File: config.mk
export PLATFORM = sky130hd
export DESIGN_NAME = tag_alloc
export DESIGN_NICKNAME = d
export VERILOG_FILES = /design/src/rtl/tag_alloc_pkg.sv /design/src/rtl/decode.sv /design/src/rtl/tag_alloc_pick.sv /design/src/rtl/tag_alloc.sv
export SDC_FILE = /design/constraint.sdc
export NUM_CORES = 1
export LEC_CHECK = 0
export CORE_MARGIN = 2
export CORE_UTILIZATION = 50
export DETAILED_ROUTE_END_ITERATION = 16
export PLACE_DENSITY = 0.8
export SETUP_SLACK_MARGIN = 0.05
export SLEW_MARGIN = 20
export SYNTH_ARGS = -nofsm -noshare
export SYNTH_HDL_FRONTEND = slang
export SYNTH_SLANG_ARGS = --single-unit
File: constraint.sdc
create_clock -name clk -period 8.8 [get_ports clk]
set_input_delay 1.76 -clock clk [delete_from_list [all_inputs] [get_ports clk]]
set_output_delay 1.76 -clock clk [all_outputs]
set_load 0.1 [all_outputs]
File: src/rtl/tag_alloc_pkg.sv
// Shared definitions for the tag allocator: default tag width and derived pool types.
package tag_alloc_pkg;

  localparam int DEFAULT_TAG_WIDTH = 4;
  localparam int DEFAULT_NUM_TAGS  = 1 << DEFAULT_TAG_WIDTH;

  typedef logic [DEFAULT_TAG_WIDTH-1:0] tag_t;
  typedef logic [DEFAULT_TAG_WIDTH:0]   count_t;

endpackage

File: src/rtl/decode.sv
// Binary index to one-hot decoder.
module decode #(
  parameter int WIDTH = 4
) (
  input  logic [WIDTH-1:0]      idx,
  output logic [(1<<WIDTH)-1:0] onehot
);

  generate
    for (genvar gi = 0; gi < (1 << WIDTH); gi++) begin : g_bit
      assign onehot[gi] = (idx == WIDTH'(gi));
    end
  endgenerate

endmodule

File: src/rtl/tag_alloc_pick.sv
// tag_pick: first set bit of free_vec at or after start, wrapping around the pool.
module tag_pick
  import tag_alloc_pkg::*;
#(
  parameter int TAG_WIDTH = DEFAULT_TAG_WIDTH
) (
  input  logic [(1<<TAG_WIDTH)-1:0] free_vec,
  input  logic [TAG_WIDTH-1:0]      start,
  output logic                      found,
  output logic [TAG_WIDTH-1:0]      idx
);

  localparam int NUM_TAGS = 1 << TAG_WIDTH;

  logic [TAG_WIDTH-1:0] cand;

  // Candidate index wraps naturally through TAG_WIDTH-bit addition.
  always_comb begin
    found = 1'b0;
    idx   = '0;
    cand  = '0;
    for (int i = 0; i < NUM_TAGS; i++) begin
      cand = start + TAG_WIDTH'(i);
      if (!found && free_vec[cand]) begin
        found = 1'b1;
        idx   = cand;
      end
    end
  end

endmodule

File: src/rtl/tag_alloc.sv
// Tag pool allocator: one grant and one release per cycle, single-cycle flush.
// Optional macro TAG_ALLOC_ROUND_ROBIN_EN selects round-robin tag choice.
module tag_alloc
  import tag_alloc_pkg::*;
#(
  parameter int TAG_WIDTH = DEFAULT_TAG_WIDTH
) (
  input  logic                      clk,
  input  logic                      rst_n,
  input  logic                      alloc_req,
  output logic                      alloc_avail,
  output logic [TAG_WIDTH-1:0]      alloc_tag,
  input  logic                      rel_valid,
  input  logic [TAG_WIDTH-1:0]      rel_tag,
  input  logic                      flush,
  output logic [(1<<TAG_WIDTH)-1:0] busy_vec,
  output logic [TAG_WIDTH:0]        free_count,
  output logic                      rel_err
);

  localparam int NUM_TAGS = 1 << TAG_WIDTH;

  logic [NUM_TAGS-1:0]  busy_reg, busy_next;
  logic [TAG_WIDTH:0]   free_count_reg, free_count_next;
  logic                 rel_err_reg, rel_err_next;
  logic [NUM_TAGS-1:0]  rel_onehot, grant_onehot;
  logic [TAG_WIDTH-1:0] pick_start;
  logic                 grant, rel_hit, rel_miss;

`ifdef TAG_ALLOC_ROUND_ROBIN_EN
  logic [TAG_WIDTH-1:0] rr_ptr_reg, rr_ptr_next;
  assign pick_start = rr_ptr_reg;
`else
  assign pick_start = '0;
`endif

  tag_pick #(.TAG_WIDTH(TAG_WIDTH)) u_pick (
    .free_vec (~busy_reg),
    .start    (pick_start),
    .found    (alloc_avail),
    .idx      (alloc_tag)
  );

  decode #(.WIDTH(TAG_WIDTH)) u_rel_dec (
    .idx    (rel_tag),
    .onehot (rel_onehot)
  );

  decode #(.WIDTH(TAG_WIDTH)) u_grant_dec (
    .idx    (alloc_tag),
    .onehot (grant_onehot)
  );

  assign grant    = alloc_req && alloc_avail && !flush;
  assign rel_hit  = rel_valid && busy_reg[rel_tag];
  assign rel_miss = rel_valid && !busy_reg[rel_tag];

  // A granted tag is always free and a released tag always busy, so the two masks never overlap.
  always_comb begin
    busy_next       = busy_reg;
    free_count_next = free_count_reg;
    rel_err_next    = rel_err_reg;
    if (flush) begin
      busy_next       = '0;
      free_count_next = (TAG_WIDTH+1)'(NUM_TAGS);
    end else begin
      if (rel_hit)
        busy_next = busy_next & ~rel_onehot;
      if (grant)
        busy_next = busy_next | grant_onehot;
      free_count_next = free_count_reg - (TAG_WIDTH+1)'(grant) + (TAG_WIDTH+1)'(rel_hit);
      if (rel_miss)
        rel_err_next = 1'b1;
    end
  end

`ifdef TAG_ALLOC_ROUND_ROBIN_EN
  always_comb begin
    rr_ptr_next = rr_ptr_reg;
    if (flush)
      rr_ptr_next = '0;
    else if (grant)
      rr_ptr_next = alloc_tag + TAG_WIDTH'(1);
  end

  always_ff @(posedge clk) begin
    if (!rst_n)
      rr_ptr_reg <= '0;
    else
      rr_ptr_reg <= rr_ptr_next;
  end
`endif

  always_ff @(posedge clk) begin
    if (!rst_n) begin
      busy_reg       <= '0;
      free_count_reg <= (TAG_WIDTH+1)'(NUM_TAGS);
      rel_err_reg    <= 1'b0;
    end else begin
      busy_reg       <= busy_next;
      free_count_reg <= free_count_next;
      rel_err_reg    <= rel_err_next;
    end
  end

  assign busy_vec   = busy_reg;
  assign free_count = free_count_reg;
  assign rel_err    = rel_err_reg;

  count_matches_busy: assert property (@(posedge clk) disable iff (!rst_n)
    int'(free_count_reg) == NUM_TAGS - $countones(busy_reg));

endmodule

==> reports/metrics.cfg <==
[status]
status = finished, final reports clean

[timing]
finClkSkew_ns = 0.00158
period_share_pct = 53.8
fmax_ghz = 0.211
maxSlewViolCount = 0
setup_ws_ns = 4.07
finalSetupTns_ns = 0
rsz0062_at_grt = false
finalSetupViolCount = 0
hold_viol_final = 0
relSlewSlack_pct = 34.6
worst_pin_slew_ns = 0.977
period_minus_slack_ns = 4.73

[finish]
multi_input_area_um2 = 968
layout_commonest_cell = clkdlybuf4s50_1
drive_gt1_share_pct = 10.7
diodes = 0
layout_common_cells = clkdlybuf4s50_1, dfxtp_1, nand2_1, nor2_1
regArea_um2 = 440
largest_reg_flops = 16
synthToLayoutAreaGrowth_pct = 28.8
nets = 212
final.fill_count = 236

[synthesis]
ys_seq_area_share_pct = 30.2
ys_async_sr_fraction_pct = 0
synth_area_per_cell_um2 = 8.94
yosys_warnings = 0
synth_edf_count = 0
syn_area_mm2 = 0.00146
synth_seq_cells = 22
ys_types = 45
synth-main-ff-cell = dfxtp_1
synthCells = 163
syn-num-nets = 178

[route]
drt_iter0_markers = 123
wl_per_cell_um = 18.1
final_antenna_net_count = 0
drc = 0
wl_um = 4100
avgViaCountPerCell = 6.56
vias = 1490
firstDrtPassIters = 6

[placement]
post-dp-hpwl_um = 3040
place_congestion = 0.938
detailedPlace.worstSlack_ns = 3.70
port-buffer-count = 35

[grt]
grt_pass1_wl_um = 7060
grt_start_max_net_pins = 20
antenna_found_initial = 0
grt_usage_pct = 26.6
grt_pass1_vias = 1466
gr-total-overflow = 0

[power_and_ir_drop]
p_leak_nw = 0.689
peakVddDrop_v = 0.0000981
power_density_mw_per_mm2 = 127

[clock_tree]
cts_setup_buffers = 0
root_buffer = clkbuf_4
cts_htree_levels = 1
cts_tree = done
ctsResizeCount = 0
clock_path_buffers = 2
cts_buffers = 3
cts_hold_buf = 0
path_clk_slew_ns = 0.13
numClockSinks = 22
clk_latency_ns = 0.31

[critical_path]
crit_type = input port to register
worstPathArrival_ns = 4.91
cp_data_required_time_ns = 8.98
crit_slowest_cell = clkdlybuf4s50_1
rr_worst_depth = 12
crit_path_end_kind = register
slowest_delay_ns = 0.75
worst_setup_path_start_kind = input port
crit_fanout = 10
r2r-end = free_count[4]
path_cells = clkdlybuf4s50_1 -> mux4_2 -> mux2_2 -> o211ai_1 -> ha_1 -> inv_1 -> ha_1 -> fa_1 -> a21o_1 -> a21oi_1 -> xnor2_1 -> nand2_1
r2r_start = busy_vec[11]
reg2reg_slack_ns = 5.83
path_buf_inv = 2
path_common_cell = ha_1
path_delay_family = multiplexers

[die]
die_area_mm2 = 0.00336
rows = 19
core_mm2 = 0.00276
io_pins = 36
die_h_um = 58.0
dieWidth_um = 58.0
initial_core_util_pct = 52.9

[min_path]
worst_hold_startpoint = rel_err
hp-class = register to register
worstHoldEndpoint = rel_err
holdPathStages = 1

[flow_run]
max-cap-violations = 0

[through the flow]
stage / hold WS [ns] / instance area [um2] / instances / util [%] / total power (W)
final: 0.488 / 1880 / 227 / 68.1 / 0.000238
after global routing: 0.512 / 1880 / 227 / 68.1 / 0.000249
after CTS: 0.492 / 1870 / 227 / 68.0 / 0.000239
after detailed placement: 0.461 / 1820 / 223 / 66.1 / 0.000161
after global placement: 0.449 / 1820 / 223 / 66.1 / 0.000160
after floorplan: 0.943 / 1460 / 163 / - / 0.000147
[per-layer routing]
| metal | up-vias | part of all wire (%) | track usage [%] |
|---|---|---|---|
| met5 | - | 0 | 0 |
| met4 | 0 | 1.2 | 6.31 |
| met3 | 10 | 11 | 5.58 |
| met2 | 108 | 48 | 42.7 |
| met1 | 689 | 40 | 36.9 |
| li1 | 683 | - | - |
[how the worst max path moves through the flow]
| stage | startpoint | to | slack [ns] | depth (start not counted) |
|---|---|---|---|---|
| finish | rel_tag[0] | free_count[4] | 4.07 | 12 |
| global route | rel_tag[0] | free_count[4] | 3.92 | 12 |
| CTS | rel_tag[0] | free_count[4] | 4.04 | 12 |
| detailed placement | rel_tag[0] | free_count[4] | 3.70 | 12 |
| global placement | rel_tag[0] | free_count[4] | 3.86 | 12 |
| floorplan | busy_vec[11] | alloc_tag[2] | 4.25 | 4 |
[cell families (layout without fill, tap and decap cells)]
logic type	count (synthesis)	count (layout)	share of synthesized area (%)
XOR/XNOR	4	4	2.40
AND/OR/NAND/NOR	64	64	24.9
buffers and inverters	13	46	3.52
multiplexers	6	6	7.64
adder cells (fa/ha/maj)	6	6	5.67
flip-flops	22	22	30.2
AO/OA/AOI/OAI	48	48	25.7
[synthesized netlist by cell type (2+ instances only)]
cell      count  area, um2
a21oi_1       5       25.0
nand4_4       2       42.5
xnor2_1       2       17.5
nand3_1      10       50.1
clkbuf_1      4       15.0
nor2b_1       2       12.5
xor2_1        2       17.5
buf_2         2       10.0
o311ai_0      6       52.6
o21ai_2       2       17.5
ha_1          5       62.6
dfxtp_1      22        440
o211ai_1      8       60.1
o21ai_1       2       10.0
nand2b_1      5       31.3
nand4_1       2       12.5
a21o_1        2       15.0
inv_1         7       26.3
nand2_1      18       67.6
and4_1        2       17.5
and2_1        4       25.0
nor2_1       11       41.3
o21ai_0      10       50.1
nand3b_1      3       22.5
mux4_2        4       90.1
and3_1        2       12.5
[cell type report]
| cell class | count | area share (%) |
|---|---|---|
| clock buffer | 3 | 1.20 |
| clock inverter | 1 | 1.60 |
| inverter | 7 | 1.40 |
| sequential | 22 | 23.5 |
| multi-input combinational | 128 | 51.6 |
| tap | 31 | 2.07 |
| timing repair buffer | 35 | 18.7 |
[report_power, final]
group	leakage [nW]	switching [W]	internal, W
logic	0.483	0.0000369	0.0000180
registers	0.178	0.00000223	0.000102
clock network	0.0279	0.0000323	0.0000460
total	0.689	0.0000714	0.000166
Note: power is estimated with default switching activity, not from simulation.
==> patch 1, RTL diff (config.mk and constraints unchanged) <==
The option `TAG_ALLOC_ROUND_ROBIN_EN` is turned on by a define.
--- a/src/rtl/tag_alloc.sv
+++ b/src/rtl/tag_alloc.sv
@@ -1,5 +1,7 @@
 // Tag pool allocator: one grant and one release per cycle, single-cycle flush.
 // Optional macro TAG_ALLOC_ROUND_ROBIN_EN selects round-robin tag choice.
+`define TAG_ALLOC_ROUND_ROBIN_EN
+
 module tag_alloc
   import tag_alloc_pkg::*;
 #(
Formal check against the unedited RTL: not equivalent (Yosys sat finds a counterexample within 4 cycles, from zero or initial values and one cycle with rst_n low).
==> patch 1 against the unedited design <==
- routed wire length grew to 2.9 times the old value
- worst setup slack lost 2600 ps
- total power grew 41%
- combinational power grew 100%
- utilization shrank 10 points
- clock power grew 30%
- sequential cell count grew 4
- count of clock-buffer cells in the layout is the same
- register-to-register slack lost 2600 ps
- synthesized cell count grew to 2.6 times the old value
- area after synthesis grew to 2.5 times the old value
- design area grew 120%
- critical endpoint is now alloc_tag[3]
- highest routed layer unchanged
==> patch 1: results (changes against the unedited design) <==
- Status: complete, no violations
- Compound-Gate Fraction of Synth Area: 20.9% (-4.7 points)
- TritonCTS Buffers: 3 (unchanged)
- Max reg flops: 16 (unchanged)
- Clk_lat worst skew: 280 ps (-30 ps)
- Static Leak: 1.45 nW (+110%)
- Worst R2R Setup Slack: 3220 ps (-2610 ps)
- Post-CTS Setup Bufs: 0 (unchanged)
- Drt total wl: 12100 um (+190%)
- Worst-case reg-to-reg path depth: 19 (+7)
- Crit path buffers/inverters: 5 (+3)
- Sequential area share after synthesis: 14.1% (-16 points)
- VDD IR-drop max: 0.140 mV (+43%)
- Port-buffer cells: 35 (unchanged)
- Final GP Congestion: 1.02 (+8.8%)
- Crit Path Max Fanout: 23 (+13)
- CP delay by family, top: buffers and inverters
- Fillers: 669 (+180%)
- Worst min path class: reg2reg
- Pin slew with the least headroom to its limit: 1000 ps (+27.5 ps)
- Top post-synthesis cells by count: nand2_1, nor2_1, o21ai_0, dfxtp_1, mux2i_1
- Routed wire per std cell: 22.0 um (+22%)
- Slowest CP cell: clkdlybuf4s50_1
- Post-synthesis mux area share: 28.6% (+21 points)
- Critical Path Sink: alloc_tag[3]
- Root buf cell: clkbuf_8
- Distinct cells, synth: 75 (+67%)
- DRT Pass-1 Iters: 5 (-1)
- Largest net degree at the start of global routing: 24 (+20%)
- Mean Syn Cell Area: 8.72 um^2 (-2.5%)
- Adder-cell share of the synthesized area: 5.96% (+0.29 points)
- Post-CTS resize count: 0 (unchanged)
- Number of global-route vias before repair: 3475 (+140%)
- Placed cell count: 546 (+140%)
- Total vias in the final route: 3752 (+150%)
- Share of layout cells above drive strength 1: 16.0% (+5.3 points)
- Synth Net Count: 450 (+150%)
- Final ANT Viol Nets: 0 (unchanged)
- GRT Resource Usage Total: 29.7% (+3.0 points)
- DR iter-0 viols: 495 (+300%)
- Layout Skew: 2.48 ps (+0.895 ps)
- Asr flop ratio synth: 0% (unchanged)
- CP startpoint: pick_start[0]$_SDFFE_PP0N_
- CP max stage delay: 1170 ps (+420 ps)
- First-pass GRT wire length: 19000 um (+170%)
- Xor and xnor fraction of the mapped netlist area: 5.58% (+3.2 points)
- DPL Wire Length: 9110 um (+200%)
- Clock slew at reported path FFs: 90 ps (-40 ps)
- Crit path DAT: 5610 ps (+700 ps)
- Sw Ratio: 34.3% (+4.2 points)
- Final #Nets: 478 (+130%)
- Synth top area cells: dfxtp_1, mux4_2, mux2i_1, ha_1, nand2_1
## patch 1: changes by cell type after synthesis, moves of 6 or more
cell      change
o311ai_0      -6
mux4_2       +18
o22ai_1       +6
o21ai_0      +19
ha_1         +11
a21oi_1      +20
mux2_2       +10
mux2i_1      +25
inv_1        +13
nor2_1       +19
xnor2_1       +7
nand2_1      +27
## patch 1: metal layers
metal	part of all wire [%]	wire length (um)	track usage [%]
met4	5.6	680	15.1
met2	48	5780	50.7
met1	38	4620	37.4
met5	0	0	0
met3	8.2	995	3.02
## patch 1: through the flow
stage | cell area, um^2 | utilization (%) | setup slack, ps | power, mW
finish | 4190 | 58.0 | 1430 | 0.335
global route | 4190 | 58.0 | 1110 | 0.347
CTS | 4190 | 58.0 | 1500 | 0.334
detailed placement | 4110 | 57.0 | 1830 | 0.234
global placement | 4110 | 57.0 | 1860 | 0.233
floorplan | 3700 | - | 3090 | 0.210
## patch 1: how the worst min path moves through the flow
stage | from | endpoint | slack, ps | cells past startpoint
detailed placement | rel_err$_SDFFE_PN0P_ | rel_err$_SDFFE_PN0P_ | 480 | 1
global route | rel_err$_SDFFE_PN0P_ | rel_err$_SDFFE_PN0P_ | 520 | 1
CTS | rel_err$_SDFFE_PN0P_ | rel_err$_SDFFE_PN0P_ | 510 | 1
finish | rel_err$_SDFFE_PN0P_ | rel_err$_SDFFE_PN0P_ | 510 | 1
global placement | rel_err$_SDFFE_PN0P_ | rel_err$_SDFFE_PN0P_ | 450 | 1
floorplan | pick_start[3]$_SDFFE_PP0N_ | pick_start[3]$_SDFFE_PP0N_ | 830 | 4
## patch 1: layout make-up
| class | count | area share, % |
|---|---|---|
| Multi-Input combinational cell | 356 | 71.3 |
| Sequential cell | 26 | 12.4 |
| Timing Repair Buffer | 41 | 9.45 |
| Tap cell | 99 | 2.96 |
| Inverter | 24 | 2.15 |
| Clock buffer | 3 | 0.987 |
| Clock inverter | 1 | 0.717 |
## patch 1: kinds of logic after synthesis
kind of cell	count (synthesis)
buffers and inverters	42
and+or+nand+nor	142
xor gates and xnor gates	18
AOI/OAI and AO/OA	111
muxes	68
DFF	26
adders and majority gates	17
## patch 1: worst reg2reg max path, cell delays in order, from the launching register on
cell and delay, ps:
dfxtp_1 320, buf_4 320, inv_1 150, ha_1 730, mux4_2 420, mux2i_2 130, mux2i_4 280, nand2_2 110
or4_4 620, or4_4 580, nand2_2 170, nor2_2 120, ha_1 300, inv_1 40, ha_1 200, fa_1 410
a21o_1 190, a21oi_1 170, xnor2_1 130, nand2_1 70
## patch 1: power by group through the flow
stage	logic [mW]	clock network [mW]	registers (mW)
after floorplan	0.0659	0	0.144
after global placement	0.107	0	0.126
after detailed placement	0.108	0	0.126
after CTS	0.109	0.102	0.123
after global routing	0.116	0.107	0.124
final	0.110	0.102	0.123
==> patch 2, RTL diff (same flow settings) <==
Without the edit above. Put one more register stage on the output `free_count`, with the module's reset. The value now appears one clock later. The other outputs are not delayed to match.
--- a/src/rtl/tag_alloc.sv
+++ b/src/rtl/tag_alloc.sv
@@ -104,7 +104,13 @@
   end
 
   assign busy_vec   = busy_reg;
-  assign free_count = free_count_reg;
+  always_ff @(posedge clk) begin
+    if (!rst_n) begin
+      free_count <= '0;
+    end else begin
+      free_count <= free_count_reg;
+    end
+  end
   assign rel_err    = rel_err_reg;
 
   count_matches_busy: assert property (@(posedge clk) disable iff (!rst_n)
Formal check against the unedited RTL: not equivalent (a bounded check fails within 4 cycles, from zero or initial values and one cycle with rst_n low).
==> patch 2 against the unedited design <==
- first-iteration DRC count grew 19%
- critical path type is now reg2out
- routed wire length grew 8.0%
- synthesized cell count grew 2.5%
- total power grew 1.8%
- sequential power grew 24%
- global-route usage grew 0.35 points
- utilization shrank 3.7 points
- area after synthesis grew 5.8%
- worst setup slack lost 51 ps
- sequential cell count grew 5
- design area grew 2.9%
- highest routed layer unchanged
==> patch 2: results (changes against the unedited design) <==
- Status: complete, no violations
- DR WL met2: 2060 um (+5.4%)
- Clk_lat worst skew: 340 ps (+30 ps)
- CP max stage delay: 1120 ps (+370 ps)
- Final Util: 64.3% (-3.7 points)
- Crit path DAT: 3020 ps (-1890 ps)
- DR iter-0 viols: 146 (+19%)
- Post-DP Area: 0.00190 mm^2 (+4.4%)
- Dpl ws: 3700 ps (+5.79 ps)
- Placed cell count: 231 (+3.6%)
- Final #Nets: 218 (+2.8%)
- Sequential area share after synthesis: 35.1% (+4.9 points)
- Clock slew at reported path FFs: 160 ps (+30 ps)
- Total Power: 0.242 mW (+1.8%)
- Comb power: 0.0556 mW (+1%)
- Top post-synthesis cells by count: dfxtp_1, inv_1, nand2_1, nor2_1, o21ai_0
- Largest net degree at the start of global routing: 21 (+5.0%)
- DRT Pass-1 Iters: 5 (-1)
- Sw Ratio: 32.9% (+2.8 points)
- Final GP Congestion: 0.942 (+0.41%)
- CP delay by family, top: buffers and inverters
- Compound-Gate Fraction of Synth Area: 21.5% (-4.2 points)
- M1 WL: 1730 um (+4.6%)
- Layout Skew: 15.2 ps (+13.6 ps)
- DPL Wire Length: 3140 um (+3.2%)
- First-pass GRT wire length: 7190 um (+1.9%)
- Number of global-route vias before repair: 1499 (+2.3%)
- Final Non-Filler Cells: 235 (+3.5%)
- Drt total wl: 4430 um (+8.0%)
- Number of diodes: 0 (unchanged)
- TritonCTS Buffers: 3 (unchanged)
- Synth Net Count: 182 (+2.2%)
- Vias per cell: 6.62 (+0.81%)
- Hold Path Cell Cnt: 2 (+1)
- Met1 usage: 34.2% (-2.8 points)
- Synth top area cells: dfxtp_1, mux4_1, ha_1, o211ai_1, inv_1
- Pin slew with the least headroom to its limit: 976 ps (-1.00 ps)
- Distinct cells, synth: 47 (+4.4%)
- Met2 usage: 43.0% (+0.32 points)
- Met3 GRT Util: 6.55% (+0.97 points)
- Share of layout cells above drive strength 1: 7.43% (-3.3 points)
- Seq power: 0.129 mW (+24%)
## patch 2: cell count changes after synthesis, sizes merged, moves of 4 or more
cell and change:
dfxtp +5, inv +7, nand2 -5, nand3 -5, nor3 +4, o21ai -4
## patch 2: path summary, 6_finish.rpt
path / start / endpoint / slack, ps
max: busy_vec[0]$_SDFF_PP0_ / alloc_tag[0] / 4020
min: free_count_reg[2]$_SDFF_PP0_ / free_count[2]$_SDFF_PN0_ / 480
max reg2reg: busy_vec[1]$_SDFF_PP0_ / free_count_reg[4]$_SDFF_PP1_ / 5880
min reg2reg: free_count_reg[2]$_SDFF_PP0_ / free_count[2]$_SDFF_PN0_ / 480
## patch 2: layout make-up
type / instances / area (um^2)
timing repair buffer: 36 / 358
fill: 245 / 1070
tap: 33 / 41.3
clock inverter: 1 / 7.51
sequential: 27 / 541
clock buffer: 3 / 22.5
inverter: 14 / 52.6
multi-input combinational: 121 / 910
